## config.mk

```make
export PLATFORM = sky130hd
export DESIGN_NAME = fifo_arbitro_rr
export DESIGN_NICKNAME = d
export VERILOG_FILES = /design/src/rtl/fifo_arbitro_rr_pkg.sv /design/src/rtl/fifo_arbitro_rr_prioridad_rr.sv /design/src/rtl/fifo_arbitro_rr.sv
export SDC_FILE = /design/constraint.sdc
export NUM_CORES = 1
export LEC_CHECK = 0
export ABC_AREA = 0
export BUFFER_PORTS_ARGS = -buffer_cell sky130_fd_sc_hd__buf_4
export CORE_ASPECT_RATIO = 1.2
export CORE_MARGIN = 10
export CORE_UTILIZATION = 40
export CTS_BUF_LIST = sky130_fd_sc_hd__clkbuf_16
export DETAILED_ROUTE_END_ITERATION = 12
export PLACE_DENSITY = 0.82
export SYNTH_ARGS = -nofsm -noshare
export SYNTH_HDL_FRONTEND = slang
export SYNTH_SLANG_ARGS = --single-unit
export TNS_END_PERCENT = 100
```

## constraint.sdc

```tcl
create_clock -name clk -period 1.7 [get_ports clk]
set_input_delay 0.17 -clock clk [delete_from_list [all_inputs] [get_ports clk]]
set_output_delay 0.17 -clock clk [all_outputs]
set_load 0.03 [all_outputs]
```

## src/rtl/fifo_arbitro_rr_pkg.sv

```systemverilog
// Shared types and constants for the round-robin FIFO drain arbiter.
// Provides FSM state encoding, default sizes and an index-width helper.
package fifo_arbitro_rr_pkg;

    typedef enum logic [2:0] {
        ST_RESET  = 3'd0,
        ST_INIT   = 3'd1,
        ST_IDLE   = 3'd2,
        ST_ACTIVE = 3'd3,
        ST_ERROR  = 3'd4
    } estado_t;

    localparam int DATA_WIDTH_DEF = 12;
    localparam int N_FIFOS_DEF    = 4;

    // Width of a lane index; at least one bit.
    function automatic int idx_w(input int n);
        return (n > 1) ? $clog2(n) : 1;
    endfunction

endpackage

```

## src/rtl/fifo_arbitro_rr_prioridad_rr.sv

```systemverilog
// Combinational round-robin picker: first requesting lane after last.
// Ports: req (request vector), last (previous winner), winner, valid.
module prioridad_rr #(
    parameter int N  = 4,
    parameter int IW = 2
) (
    input  logic [N-1:0]  req,
    input  logic [IW-1:0] last,
    output logic [IW-1:0] winner,
    output logic          valid
);

    logic [IW-1:0] idx;

    // Walk from farthest to nearest so the nearest requester wins.
    always_comb begin
        winner = '0;
        valid  = 1'b0;
        idx    = '0;
        for (int k = N; k >= 1; k--) begin
            idx = IW'((int'(last) + k) % N);
            if (req[idx]) begin
                winner = idx;
                valid  = 1'b1;
            end
        end
    end

endmodule

```

## src/rtl/fifo_arbitro_rr.sv

```systemverilog
// Drains N_FIFOS source FIFOs round-robin into one destination FIFO and
// programs the shared almost-empty/almost-full thresholds.
// Ports: clk, Reset (sync, active-low), Enable, init, umbral_*_in,
//   src_empty/src_data (sources), dst_almost_full/dst_full (destination),
//   src_read_enable, dst_write_enable, dst_data, interno_bajo/alto,
//   estado, idle, error.
module fifo_arbitro_rr
    import fifo_arbitro_rr_pkg::*;
#(
    parameter int         DATA_WIDTH = DATA_WIDTH_DEF,
    parameter int         N_FIFOS    = N_FIFOS_DEF,
    parameter logic [2:0] BAJO_DEF   = 3'd1,
    parameter logic [2:0] ALTO_DEF   = 3'd6
) (
    input  logic                          clk,
    input  logic                          Reset,
    input  logic                          Enable,
    input  logic                          init,
    input  logic [2:0]                    umbral_bajo_in,
    input  logic [2:0]                    umbral_alto_in,
    input  logic [N_FIFOS-1:0]            src_empty,
    input  logic [N_FIFOS*DATA_WIDTH-1:0] src_data,
    input  logic                          dst_almost_full,
    input  logic                          dst_full,
    output logic [N_FIFOS-1:0]            src_read_enable,
    output logic                          dst_write_enable,
    output logic [DATA_WIDTH-1:0]         dst_data,
    output logic [2:0]                    interno_bajo,
    output logic [2:0]                    interno_alto,
    output logic [2:0]                    estado,
    output logic                          idle,
    output logic                          error
);

    localparam int IW = idx_w(N_FIFOS);

    estado_t       estado_q, estado_d;
    logic [2:0]    bajo_q, bajo_d;
    logic [2:0]    alto_q, alto_d;
    logic [IW-1:0] last_q, last_d;
    logic [IW-1:0] lane_q, lane_d;
    logic          pend_q, pend_d;
    logic          error_q, error_d;

    logic [N_FIFOS-1:0] req;
    logic [IW-1:0]      winner;
    logic               win_valid;

    assign req = ~src_empty;

    prioridad_rr #(
        .N  (N_FIFOS),
        .IW (IW)
    ) u_prioridad (
        .req    (req),
        .last   (last_q),
        .winner (winner),
        .valid  (win_valid)
    );

    always_comb begin
        estado_d         = estado_q;
        bajo_d           = bajo_q;
        alto_d           = alto_q;
        last_d           = last_q;
        lane_d           = lane_q;
        pend_d           = pend_q;
        error_d          = error_q;
        src_read_enable  = '0;
        dst_write_enable = 1'b0;
        if (Enable) begin
            unique case (estado_q)
                ST_RESET: estado_d = ST_INIT;
                ST_INIT: begin
                    bajo_d = umbral_bajo_in;
                    alto_d = umbral_alto_in;
                    if (!init) estado_d = ST_IDLE;
                end
                ST_IDLE: begin
                    if (init)        estado_d = ST_INIT;
                    else if (|req)   estado_d = ST_ACTIVE;
                end
                ST_ACTIVE: begin
                    if (pend_q && dst_full) begin
                        // Overflow: drop the word, freeze until reset.
                        error_d  = 1'b1;
                        pend_d   = 1'b0;
                        estado_d = ST_ERROR;
                    end else begin
                        if (pend_q) begin
                            dst_write_enable = 1'b1;
                            pend_d           = 1'b0;
                        end
                        if (!dst_almost_full && win_valid) begin
                            src_read_enable[winner] = 1'b1;
                            last_d = winner;
                            lane_d = winner;
                            pend_d = 1'b1;
                        end
                        if (!(|req) && !pend_d) estado_d = ST_IDLE;
                    end
                end
                ST_ERROR: ;
                default: estado_d = ST_RESET;
            endcase
        end
    end

    // Source memories are read-registered: the granted word shows up on
    // its lane one cycle after the strobe, which is when we write it.
    always_comb begin
        dst_data = '0;
        for (int i = 0; i < N_FIFOS; i++) begin
            if (pend_q && lane_q == IW'(i))
                dst_data = src_data[i*DATA_WIDTH +: DATA_WIDTH];
        end
    end

    always_ff @(posedge clk) begin
        if (!Reset) begin
            estado_q <= ST_RESET;
            bajo_q   <= BAJO_DEF;
            alto_q   <= ALTO_DEF;
            last_q   <= IW'(N_FIFOS - 1);
            lane_q   <= '0;
            pend_q   <= 1'b0;
            error_q  <= 1'b0;
        end else begin
            estado_q <= estado_d;
            bajo_q   <= bajo_d;
            alto_q   <= alto_d;
            last_q   <= last_d;
            lane_q   <= lane_d;
            pend_q   <= pend_d;
            error_q  <= error_d;
        end
    end

    assign interno_bajo = bajo_q;
    assign interno_alto = alto_q;
    assign estado       = estado_q;
    assign idle         = (estado_q == ST_IDLE);
    assign error        = error_q;

endmodule

```

==> out/results.txt, run 1 <==
The flow ran to the end, but the final reports show violations. The final reports fail on setup timing. Synthesis inferred 15 register bits. The y dimension of the die came out at 80.6 um. Traced cell by cell, the critical path runs through buf_12 -> mux4_2 -> and2_4 -> buf_6.

Entering global routing, the biggest net connects 18 pins. The area added between synthesis and finish works out to 88.1%. The tools report the number of antenna violations at the first check in global routing as 0. The dominant register cell in the synthesized netlist is sky130_fd_sc_hd__dfxtp_1. After detailed routing, the average wire length per cell comes to 19.5 um. On the final layout, the worst clock skew is 0.00309 ns. Setup repair after global routing could not meet its margin everywhere.

Port buffering added 91 buffers. The aggregate global-route resource usage is 16.8%, and the top-area cell type share of the netlist area is 24.5%. In this run the deepest clock path goes through 2 buffers. The minimum clock period came out at 1.75 ns.

The final setup violation count was 13; the HPWL after detailed placement was 3.78 mm. In the synthesized netlist, the number of instances is 120. The global-route wire length before repair came out at 7.69 mm. The count of nets left with antenna violations once routing finished came out at 0. The starting density of the core is 42.7%, and the final period utilization is 103%.

After synthesis, the largest family of logic cells by area is multiplexers. The number of hold violations in the final report is 0. The tools report the total power as 1.12 mW. The tools report the cell area after technology mapping as 1220 um2. TritonCTS built the clock tree. In the routed layout, each cell is associated on average with a via count of 5.40.

The H-tree depth came out at 1. Arithmetic-cell share of the synthesized area counting full adders, half adders and majority gates: 0%. The netlist uses 41 different library cells. The count of inserted antenna diode cells is 0.

The routed design has 5.09 mm of wire. The slowest stage cell on the critical path is sky130_fd_sc_hd__mux4_2. The tools report the end point of the critical path as dst_data[8].

The clock transition at the register clock pins on the worst setup and hold paths after CTS came out at 0.05 ns. Across all layers, the routed design uses 1,410 vias. The number of DRC markers in iteration 0 came out at 84. The total negative setup slack was -0.243 ns.

Summing the areas of all and, or, nand and nor instances in the mapped netlist gives 26.7% of the synthesized area. For this design the static power due to leakage is 1.01 nW. The final worst-path setup slack is -0.0482 ns. For the number of global-route vias before repair, the log shows 1,542. The post-synth net total was 184. The arrival time of data at the critical path endpoint was 1.58 ns. Yosys attributes the largest share of cell area to sky130_fd_sc_hd__dfxtp_1 25%, sky130_fd_sc_hd__mux4_2 22%, sky130_fd_sc_hd__and2_1 6.1%, sky130_fd_sc_hd__mux2i_1 5.7%, sky130_fd_sc_hd__nor2b_1 3.1%.

The transition time of the tightest slew-check pin works out to 0.379 ns. Cell type with the highest aggregate area in the netlist: sky130_fd_sc_hd__dfxtp_1. Dividing total power by cell area gives a power density of 488 nW/um2.

Of the total synthesized cell area, the portion taken by XOR and XNOR cells is 0%. The worst min-delay path class was in -> reg. The clock reaches the later pin of the worst-skew pair after 0.25 ns. The hold slack is 0.137 ns. The net count of the finished layout is 292. After synthesis, the mean cell area works out to 10.2 um2. The worst-case vdd ir drop was 822 uV; the max-capacitance violation count was 0. The tools report the number of buffers added by the clock tree synthesis step as 3. The die covers 5680 um2. Measured against its own limit, the worst slew margin works out to 74.7%. The register area share after synthesis is 24.5%. After floorplanning, the core was sized to cover 2860 um2. The floorplan has 21 rows. STA classifies the critical path endpoint as an output pin. The compound-gate portion of the synthesized area came out at 13.9%. The total grt overflow was 0; the count of flip-flops with a built-in enable after synthesis was 0. Before antenna repair, the detailed router went through 4 iterations. The portion of synthesized area spent on multiplexers is 28.7%.

The die is 70.5 um wide. The worst setup path is launched from a flop. The stage delay of the slowest cell on the critical path works out to 0.51 ns. The tools report the DRC violations left as 0.

Along the worst path, the maximum fanout reaches 6. The share of layout cells above drive strength 1 is 70.5%, and the number of clock sinks is 15. The tools report the endpoint of the worst register-to-register path as estado[1]. The worst setup path is of the reg -> out kind. During I/O placement, the number of pins put on the boundary was 92. Setup slack of the most critical reg-to-reg path: 0.26 ns.

For this run, the number of Yosys warnings is 0. The run gives 1.53 ns as the worst path required time. The most critical setup path has its startpoint at lane_q[0]. The run gives 0 as the final number of max-transition violations.

The upper clock frequency limit was 0.572 GHz. The run gives 0.779 as the placer congestion estimate. The startpoint identified for the worst register-to-register timing path is estado[0]. The count of cells along the worst register-to-register path works out to 5. The root cell of the clock tree is sky130_fd_sc_hd__clkbuf_16.

For this run, asynchronously set or reset flops after synthesis account for 0%.
## cells in the mapped netlist (3+ instances only)
library cell,n
sky130_fd_sc_hd__o21ai_0,3
sky130_fd_sc_hd__nor2_1,6
sky130_fd_sc_hd__nand2b_1,4
sky130_fd_sc_hd__dfxtp_1,15
sky130_fd_sc_hd__nand2_1,8
sky130_fd_sc_hd__nor2b_1,6
sky130_fd_sc_hd__mux2i_1,7
sky130_fd_sc_hd__inv_1,5
sky130_fd_sc_hd__a31oi_1,3
sky130_fd_sc_hd__a21oi_1,5
sky130_fd_sc_hd__mux4_2,12
sky130_fd_sc_hd__and2_1,12
## through the flow
stage	worst slack (ns)	utilization, %	instance area, um2	instances
finish	-0.0482	80.4	2300	261
global route	-0.0748	80.4	2300	261
CTS	-0.0437	78.5	2250	257
detailed placement	0.0572	69.2	1980	246
global placement	0.127	69.2	1980	246
floorplan	0.0189	-	1240	120
## critical path, delay by kind of cell, from the launching register on
kind          cells  cell delay (ns)
mux               1             0.51
flops             1             0.39
buf+inv           2             0.27
simple gates      1             0.16
## what timing repair did
action / 4_1_cts / 5_1_grt
setup endpoints to repair: 15 / 16
pin swaps: 14 / 3
gates cloned: 1 / 0
gates resized for setup: 35 / 6
hold buffers: 0 / 0
buffers inserted: 6 / 4
## layout make-up
cell class / instances / area, um2
Fill cell: 173 / 562
Multi-Input combinational cell: 93 / 927
Inverter: 5 / 18.8
Sequential cell: 15 / 315
Clock inverter: 1 / 5.00
Tap cell: 34 / 42.5
Timing Repair Buffer: 110 / 918
Clock buffer: 3 / 75.1
## layout by cell type (no fill, tap or decap), types with 2 or more instances in the layout
master,n
sky130_fd_sc_hd__nand2b_1,4
sky130_fd_sc_hd__buf_4,92
sky130_fd_sc_hd__clkbuf_16,3
sky130_fd_sc_hd__a21oi_1,5
sky130_fd_sc_hd__dfxtp_1,9
sky130_fd_sc_hd__mux2i_1,7
sky130_fd_sc_hd__nor2b_1,6
sky130_fd_sc_hd__o21ai_0,3
sky130_fd_sc_hd__o21a_1,2
sky130_fd_sc_hd__inv_1,5
sky130_fd_sc_hd__nor2_4,2
sky130_fd_sc_hd__nor2_1,4
sky130_fd_sc_hd__nor3b_1,2
sky130_fd_sc_hd__and2_4,11
sky130_fd_sc_hd__nand2_1,8
sky130_fd_sc_hd__nor2_2,2
sky130_fd_sc_hd__buf_6,16
sky130_fd_sc_hd__mux4_2,12
sky130_fd_sc_hd__dfxtp_4,3
sky130_fd_sc_hd__dfxtp_2,3
sky130_fd_sc_hd__a31oi_1,3
## flip-flops by register name, indices dropped and copies added (netlist names)
signal / count
interno_alto: 3
error: 1
lane_q: 2
interno_bajo: 3
last_q: 2
estado: 3
pend_q: 1
## worst min-delay path by stage
stage                 startpoint         endpoint  slack [ns]  cells after the start
4_1_cts        umbral_alto_in[2]  interno_alto[2]        0.14                      3
2_1_floorplan              Reset        estado[2]        0.30                      1
5_1_grt        umbral_alto_in[2]  interno_alto[2]        0.16                      3
3_3_place_gp   umbral_alto_in[1]  interno_alto[1]        0.38                      3
6_report       umbral_alto_in[2]  interno_alto[2]        0.14                      3
3_5_place_dp   umbral_bajo_in[0]  interno_bajo[0]        0.40                      3
## logic make-up (layout without fill, tap and decap cells)
kind of cell / Yosys count / count (layout)
simple gates: 50 / 50
mux: 20 / 20
buf+inv: 12 / 119
flops: 15 / 15
compound gates: 23 / 23
## report_power, final
part           internal [mW]  leakage [nW]  switching, mW  total, mW
Clock                  0.315        0.0409          0.152      0.466
Sequential             0.360         0.124        0.00858      0.368
Combinational          0.172         0.849          0.116      0.288
## metal layers
layer	up-vias	share of wire, %	track usage (%)
met1	660	34	15.0
li1	660	-	-
met5	-	0	0
met2	75	55	33.3
met3	15	8.1	5.90
met4	0	3.4	6.72
(Power assumes the default switching activity.)
==> run 2: changes to the inputs <==
--- a/config.mk
+++ b/config.mk
@@ -11,9 +11,11 @@
 export CORE_MARGIN = 10
 export CORE_UTILIZATION = 40
 export CTS_BUF_LIST = sky130_fd_sc_hd__clkbuf_16
+export CTS_CLUSTER_SIZE = 14
 export DETAILED_ROUTE_END_ITERATION = 12
 export PLACE_DENSITY = 0.82
 export SYNTH_ARGS = -nofsm -noshare
 export SYNTH_HDL_FRONTEND = slang
+export SYNTH_HIERARCHICAL = 1
 export SYNTH_SLANG_ARGS = --single-unit
 export TNS_END_PERCENT = 100
==> out/results.txt, run 2 <==
The arrival time of data at the critical path endpoint was 1.56 ns (-0.02 ns). The tools report the startpoint of the worst-slack reg-to-reg timing path as estado[0]. The run gives 1.17 mW (+4.3%) as the total power.

The top-area cell type share of the netlist area came out at 24.7% (+0.15 points). Most frequent cell after synthesis: sky130_fd_sc_hd__nand2_1. The number of buffers added by the clock tree synthesis step was 3 (unchanged). The run gives 293 (+0.34%) as the count of nets after finishing. The logs give 76.0% (+1.4 points) for the worst slew margin relative to its limit and 1.03 nW (+1.3%) for the total leakage power. The logs give 0.132 ns (-0.00414 ns) for the hold slack and 101 (+20%) for the number of DRC markers in iteration 0. The post-synthesis instance total was 132 (+10%). The global-route wire length before repair was 7.96 mm (+3.5%); the count of inserted antenna diode cells was 0 (unchanged).

The clock transition at the register clock pins on the worst setup and hold paths after CTS was 0.05 ns (about the same); the placer congestion estimate was 0.920 (+18%). The transition time of the tightest slew-check pin works out to 0.357 ns (-0.0212 ns). The run gives 76.6% (-3.8 points) as the fraction of the core area covered by cells at the end of the flow. HPWL after detailed placement: 4.04 mm (+6.8%).

The tools report the final setup violation count as 6 (-7). The total length of routed wires is 5.12 mm (+0.43%). In the layout the commonest cells are 85 x sky130_fd_sc_hd__buf_4, 23 x sky130_fd_sc_hd__nand2_1, 12 x sky130_fd_sc_hd__mux4_2, 12 x sky130_fd_sc_hd__and2_4, 12 x sky130_fd_sc_hd__buf_6.

The tools report the number of global-route vias before repair as 1,526 (-1.0%). The starting density of the core is 42.5% (-0.26 points). The placeable core region came out at 2860 um2 (unchanged). The tools report the overall via count from detail_route as 1,422 (+0.85%).

The number of input and output port buffers inserted is 91 (unchanged), and the maximum clock insertion buffer count is 2 (unchanged). The final number of max-transition violations came out at 0 (unchanged). The die outline width was 70.3 um (-0.22%); the final worst-path setup slack was -0.0275 ns (+0.0206 ns). The y dimension of the die was 80.4 um (-0.24%). The total power divided by cell area was 534 nW/um2 (+9.5%). Dominant register cell in the synthesized netlist: sky130_fd_sc_hd__dfxtp_1. The upper clock frequency limit came out at 0.579 GHz (+1.2%).

The run finished, with violations left. The checks that failed: setup timing. STA classifies the critical path endpoint as an output pin. The count of cell types in the netlist was 39 (-4.9%); the number of clock sinks was 15 (unchanged). The post-synthesis register bit count was 15 (unchanged). The post-synth net total was 196 (+6.5%). The tools report the cell area after technology mapping as 1220 um2 (-0.61%). The launching element type of the critical path is a flop. The via density per instance was 5.43 (+0.47%). The leading cell type in the layout, fill and taps excluded was sky130_fd_sc_hd__buf_4. Top fanout value on the critical path: 6 (unchanged). The worst-case clock skew was 0.00823 ns (+0.00514 ns). TritonCTS built the clock tree. The count of flip-flops with a built-in enable after synthesis was 0 (unchanged); the worst setup slack before clock tree synthesis was 0.132 ns (+0.0748 ns). The H-tree depth came out at 1 (unchanged). The largest total area in the synthesized netlist belongs to sky130_fd_sc_hd__dfxtp_1. The minimum clock period was 1.73 ns (-0.0206 ns). Worst min-delay path class: in -> reg. The detail-routed net length per standard cell was 19.5 um (about the same); the area added between synthesis and finish was 80.3%. After synthesis, the cell types taking the most area are sky130_fd_sc_hd__dfxtp_1 25%, sky130_fd_sc_hd__mux4_2 22%, sky130_fd_sc_hd__nand2_1 7.4%, sky130_fd_sc_hd__and2_1 6.2%, sky130_fd_sc_hd__mux2i_1 2.5%.

The critical path startpoint is lane_q[0]. For the number of rows created at floorplan, the log shows 21 (unchanged). The cell sitting at the root of the clock tree is a sky130_fd_sc_hd__clkbuf_16. The tools report the hold buffer count at CTS as 0 (unchanged).

Number of nets still failing antenna checks after routing: 0 (unchanged). The maximum number of pins on one net before global-route repair came out at 19 (+1). The tools report the clock latency on the worst-skew pair as 0.25 ns (about the same). Register area share after synthesis: 24.7% (+0.15 points).

The final period utilization is 102% (-1.2 points). The top-level I/O count is 92 (unchanged). The aggregate global-route resource usage is 17.4% (+0.60 points), and the share of layout cells above drive strength 1 is 64.5% (-6.0 points). The run gives 2190 um2 (-4.7%) as the area of all placed cells without fillers. The run gives 1.53 ns (about the same) as the worst path required time. Sorting the synthesized cells by how often they occur yields 24 x sky130_fd_sc_hd__nand2_1, 15 x sky130_fd_sc_hd__dfxtp_1, 12 x sky130_fd_sc_hd__and2_1, 12 x sky130_fd_sc_hd__mux4_2, 8 x sky130_fd_sc_hd__nor2_1. For the max-capacitance violation count, the log shows 0 (unchanged). The share of async-settable or async-resettable flops after synthesis is 0% (unchanged), and the number of antenna violations at the first check in global routing is 0 (unchanged).

The logs give 5650 um2 (-0.46%) for the area of the die and 0 (unchanged) for the number of hold violations in the final report. For the worst-case vdd ir drop, the log shows 680 uV (-17%). Startpoint of the most critical hold path: umbral_alto_in[1]. Synthesized area divided by synthesized cell count: 9.21 um2 (-9.6%). By startpoint and endpoint, the worst setup path is classified as reg -> out.

The total of warnings raised by yosys was 6 (+6); the DRC violations left was 0 (unchanged). The setup slack of the most critical reg-to-reg path came out at 0.27 ns (about the same). Setup repair after global routing could not meet its margin everywhere. The total grt overflow was 0 (unchanged); the placed instance area was 1960 um2 (-1.1%). The count of TritonRoute iterations in the first routing pass came out at 4 (unchanged).
-- run 2: worst paths after layout --
kind	to	cells after the start
worst max-delay path	dst_data[5]	4
worst min-delay path	interno_alto[1]	3
worst max register to register	interno_bajo[0]	4
worst min register to register	interno_alto[0]	2
-- run 2: critical path: stages (launching register included) --
cell	delay, ns
sky130_fd_sc_hd__dfxtp_4	0.37
sky130_fd_sc_hd__buf_12	0.13
sky130_fd_sc_hd__mux4_2	0.52
sky130_fd_sc_hd__and2_4	0.16
sky130_fd_sc_hd__buf_6	0.13
-- run 2: where the power goes --
part	total [mW]	internal [mW]	switching [mW]
Sequential	0.383	0.365	0.0182
Clock	0.464	0.312	0.152
Combinational	0.324	0.184	0.140
-- run 2: cell families (layout without fill, tap and decap cells) --
family,Yosys count,after routing,synth area share (%)
AOI/OAI and AO/OA,20,20,14.4
muxes,15,15,24.7
buffers and inverters,12,108,4.94
and+or+nand+nor,70,70,31.3
DFF,15,15,24.7
-- run 2: per-layer routing --
layer  vias up  global-route usage, %  share of wire, %
li1        669                      -                 -
met1       655                   18.0                38
met4         0                   4.74               1.2
met2        91                   31.6                47
met5         -                      0                 0
met3         7                   7.26                13
-- run 2: timing repair --
action | in CTS | in global routing
setup endpoints to repair | 15 | 15
cloned | 1 | 0
pin swaps | 12 | 4
gates resized for setup | 32 | 5
setup buffers | 2 | 3
-- run 2: stage by stage --
step	setup TNS, ns	instances
floorplan	0	132
global placement	0	254
detailed placement	0	254
CTS	-0.918	261
global route	-0.437	262
finish	-0.0894	262
-- run 2: cell type report --
class | count | area [um2]
Clock buffer | 3 | 75.1
Clock inverter | 1 | 3.75
Fill cell | 191 | 671
Inverter | 5 | 18.8
Multi-Input combinational cell | 105 | 926
Sequential cell | 15 | 314
Tap cell | 34 | 42.5
Timing Repair Buffer | 99 | 813
==> run 3: changes to the inputs <==
--- a/config.mk
+++ b/config.mk
@@ -6,7 +6,7 @@
 export NUM_CORES = 1
 export LEC_CHECK = 0
 export ABC_AREA = 0
-export BUFFER_PORTS_ARGS = -buffer_cell sky130_fd_sc_hd__buf_4
+export BUFFER_PORTS_ARGS = -buffer_cell sky130_fd_sc_hd__buf_2
 export CORE_ASPECT_RATIO = 1.2
 export CORE_MARGIN = 10
 export CORE_UTILIZATION = 40
==> out/results.txt, run 3 (same netlist as run 2, synthesis figures left out) <==
The type of the setup path with the least slack was reg -> out. The via density per instance is 5.38 (-0.87%), and the minimum clock period is 1.73 ns (+0.00662 ns). The combinational fraction of design power is 25.1% (-2.6 points), and the arrival time of data at the critical path endpoint is 1.56 ns (about the same).

The checks that failed: setup timing. The signal on the critical path passes through buf_12 -> mux4_2 -> and2_4 -> buf_6. The tools report the count of inserted antenna diode cells as 0 (unchanged). The count of nets after finishing is 294 (+0.34%), and the overall via count from detail_route is 1,415 (-0.49%). The tools report the number of cells in the finished layout apart from fillers as 263 (+0.38%). The library cell used most frequently in the layout, excluding fill and tap cells, is sky130_fd_sc_hd__buf_2. The total power divided by cell area was 547 nW/um2 (+2.5%); the worst path required time was 1.53 ns (about the same). Total length of routed wires: 4.71 mm (-7.8%).

Setup repair after global routing could not meet its margin everywhere. The tools report the number of clock sinks as 15 (unchanged). The tools report the number of hold violations in the final report as 0 (unchanged). The run gives 1,488 (-2.5%) as the number of global-route vias before repair.

The maximum number of pins on one net before global-route repair was 19 (unchanged). The logs give 2 (unchanged) for the maximum clock insertion buffer count and 2.18 mm (-10%) for the wire length on met2. The run gives 21 (unchanged) as the number of rows created at floorplan. The final number of max-transition violations came out at 0 (unchanged). For the number of buffers added by the clock tree synthesis step, the log shows 3 (unchanged). The placer congestion estimate was 0.870 (-5.4%); the worst-case clock skew was 0.00241 ns (-0.00582 ns). The placeable core region was 2860 um2 (unchanged). The logs give 584 uV (-14%) for the worst-case vdd ir drop and -0.0342 ns (-0.00662 ns) for the final worst-path setup slack. The run gives 0 (unchanged) as the DRC violations left. The detail-routed net length per standard cell is 17.9 um (-8.2%), and the internal portion of total power is 0.815 mW (-5.3%). The count of TritonRoute iterations in the first routing pass was 4 (unchanged). Signal routing reaches up to met4. For the starting density of the core, the log shows 42.5% (unchanged).

The transition time of the tightest slew-check pin came out at 0.352 ns (-0.00541 ns). Clock share of power: 40.9% (+1.3 points). Root cell of the clock tree: sky130_fd_sc_hd__clkbuf_16. TritonCTS built the clock tree. The top fanout value on the critical path was 6 (unchanged); the net switching power was 0.303 mW (-2.3%).

The clock latency on the worst-skew pair is 0.25 ns (about the same), and the worst slew margin relative to its limit is 76.4% (+0.36 points). The worst setup path is captured at an output pin. The hold buffer count at CTS was 0 (unchanged); the die outline width was 70.3 um (unchanged). The tools report the max-capacitance violation count as 0 (unchanged). STA classifies the critical path startpoint as a flop.

The run gives 255 (+0.39%) as the number of cells after detailed placement. The part of the power in registers is 33.9% (+1.2 points), and the upper clock frequency limit is 0.577 GHz (-0.38%). The H-tree depth is 1 (unchanged), and the final period utilization is 102% (+0.39 points). The top cell types in the final layout, fill and taps aside, are 75 x sky130_fd_sc_hd__buf_2, 22 x sky130_fd_sc_hd__nand2_1, 14 x sky130_fd_sc_hd__buf_6.

The y dimension of the die was 80.4 um (unchanged). The run finished, with violations left. Share of layout cells above drive strength 1: 65.5% (+1.0 points). The worst min-delay path class was in -> reg. The switching portion of total power is 27.1% (+0.61 points), and the aggregate global-route resource usage is 15.8% (-1.6 points).

Final setup violation count: 8 (+2). The run gives 0 (unchanged) as the total grt overflow. The detailed route wirelength on metal3 is 652 um (-1.4%).

Number of input and output port buffers inserted: 91 (unchanged). The HPWL after detailed placement is 3.67 mm (-9.0%), and the clock transition at the register clock pins on the worst setup and hold paths after CTS is 0.05 ns (about the same). The stage delay of the slowest cell on the critical path is 0.51 ns (about the same).

The global-route wire length before repair is 7.41 mm (-6.9%), and the total leakage power is 0.968 nW (-5.7%). The number of DRC markers in iteration 0 was 85 (-16%); the area of the die was 5650 um2 (unchanged). The slowest stage cell on the critical path was sky130_fd_sc_hd__mux4_2. The met1 routed wirelength after detailed routing is 1.86 mm (-5.2%), and the area added between synthesis and finish is 68.0%. The total negative setup slack came out at -0.0930 ns (-0.00355 ns).

Number of nets still failing antenna checks after routing: 0 (unchanged). Top-level I/O count: 92 (unchanged). For the number of antenna violations at the first check in global routing, the log shows 0 (unchanged).
-- run 3: power by group through the flow --
stage | Combinational, mW | Sequential [mW] | Clock, mW
global route | 0.307 | 0.381 | 0.482
floorplan | 0.121 | 0.418 | 0
detailed placement | 0.257 | 0.389 | 0
CTS | 0.267 | 0.380 | 0.461
finish | 0.281 | 0.380 | 0.458
global placement | 0.252 | 0.389 | 0
-- run 3: worst max-delay path: cells and delay by family (launching register included) --
family	cells	cell delay [ns]
simple gates	1	0.16
mux	1	0.51
flops	1	0.38
buf+inv	2	0.26
-- run 3: area by class of cell --
type                            instances  area, um2
Multi-Input combinational cell        105        942
Fill cell                             219        821
Timing Repair Buffer                  100        648
Sequential cell                        15        313
Clock buffer                            3       75.1
Tap cell                               34       42.5
Inverter                                5       18.8
Clock inverter                          1       3.75
-- run 3: path summary, 6_finish.rpt --
kind / startpoint / slack [ns] / to / cells past startpoint
worst max register to register: estado[1] / 0.32 / estado[0] / 5
worst max-delay path: lane_q[0] / -0.03 / dst_data[0] / 4
worst min-delay path: umbral_alto_in[2] / 0.13 / interno_alto[2] / 3
worst min register to register: lane_q[1] / 0.46 / lane_q[1] / 2
-- run 3: per-layer routing --
metal | vias to the layer above | global-route usage [%]
li1 | 673 | -
met1 | 648 | 17.0
met2 | 92 | 28.1
met3 | 2 | 6.40
met4 | 0 | 3.56
met5 | - | 0
-- run 3: per-stage QoR --
step	util [%]	power, mW	hold WS (ns)	area (um2)	worst slack, ns
after CTS	69.0	1.11	0.127	1980	-0.0234
final	71.3	1.12	0.125	2040	-0.0342
after global routing	71.3	1.17	0.154	2040	-0.0673
after floorplan	-	0.539	0.294	1230	0.0888
after detailed placement	60.8	0.646	0.383	1740	0.149
after global placement	60.8	0.641	0.377	1740	0.166
-- run 3: timing repair --
item                       CTS  global route
resized for setup           44            17
gates cloned                 1             0
setup endpoints to repair   16            16
pin swaps                   13             7
setup buffers                1             2
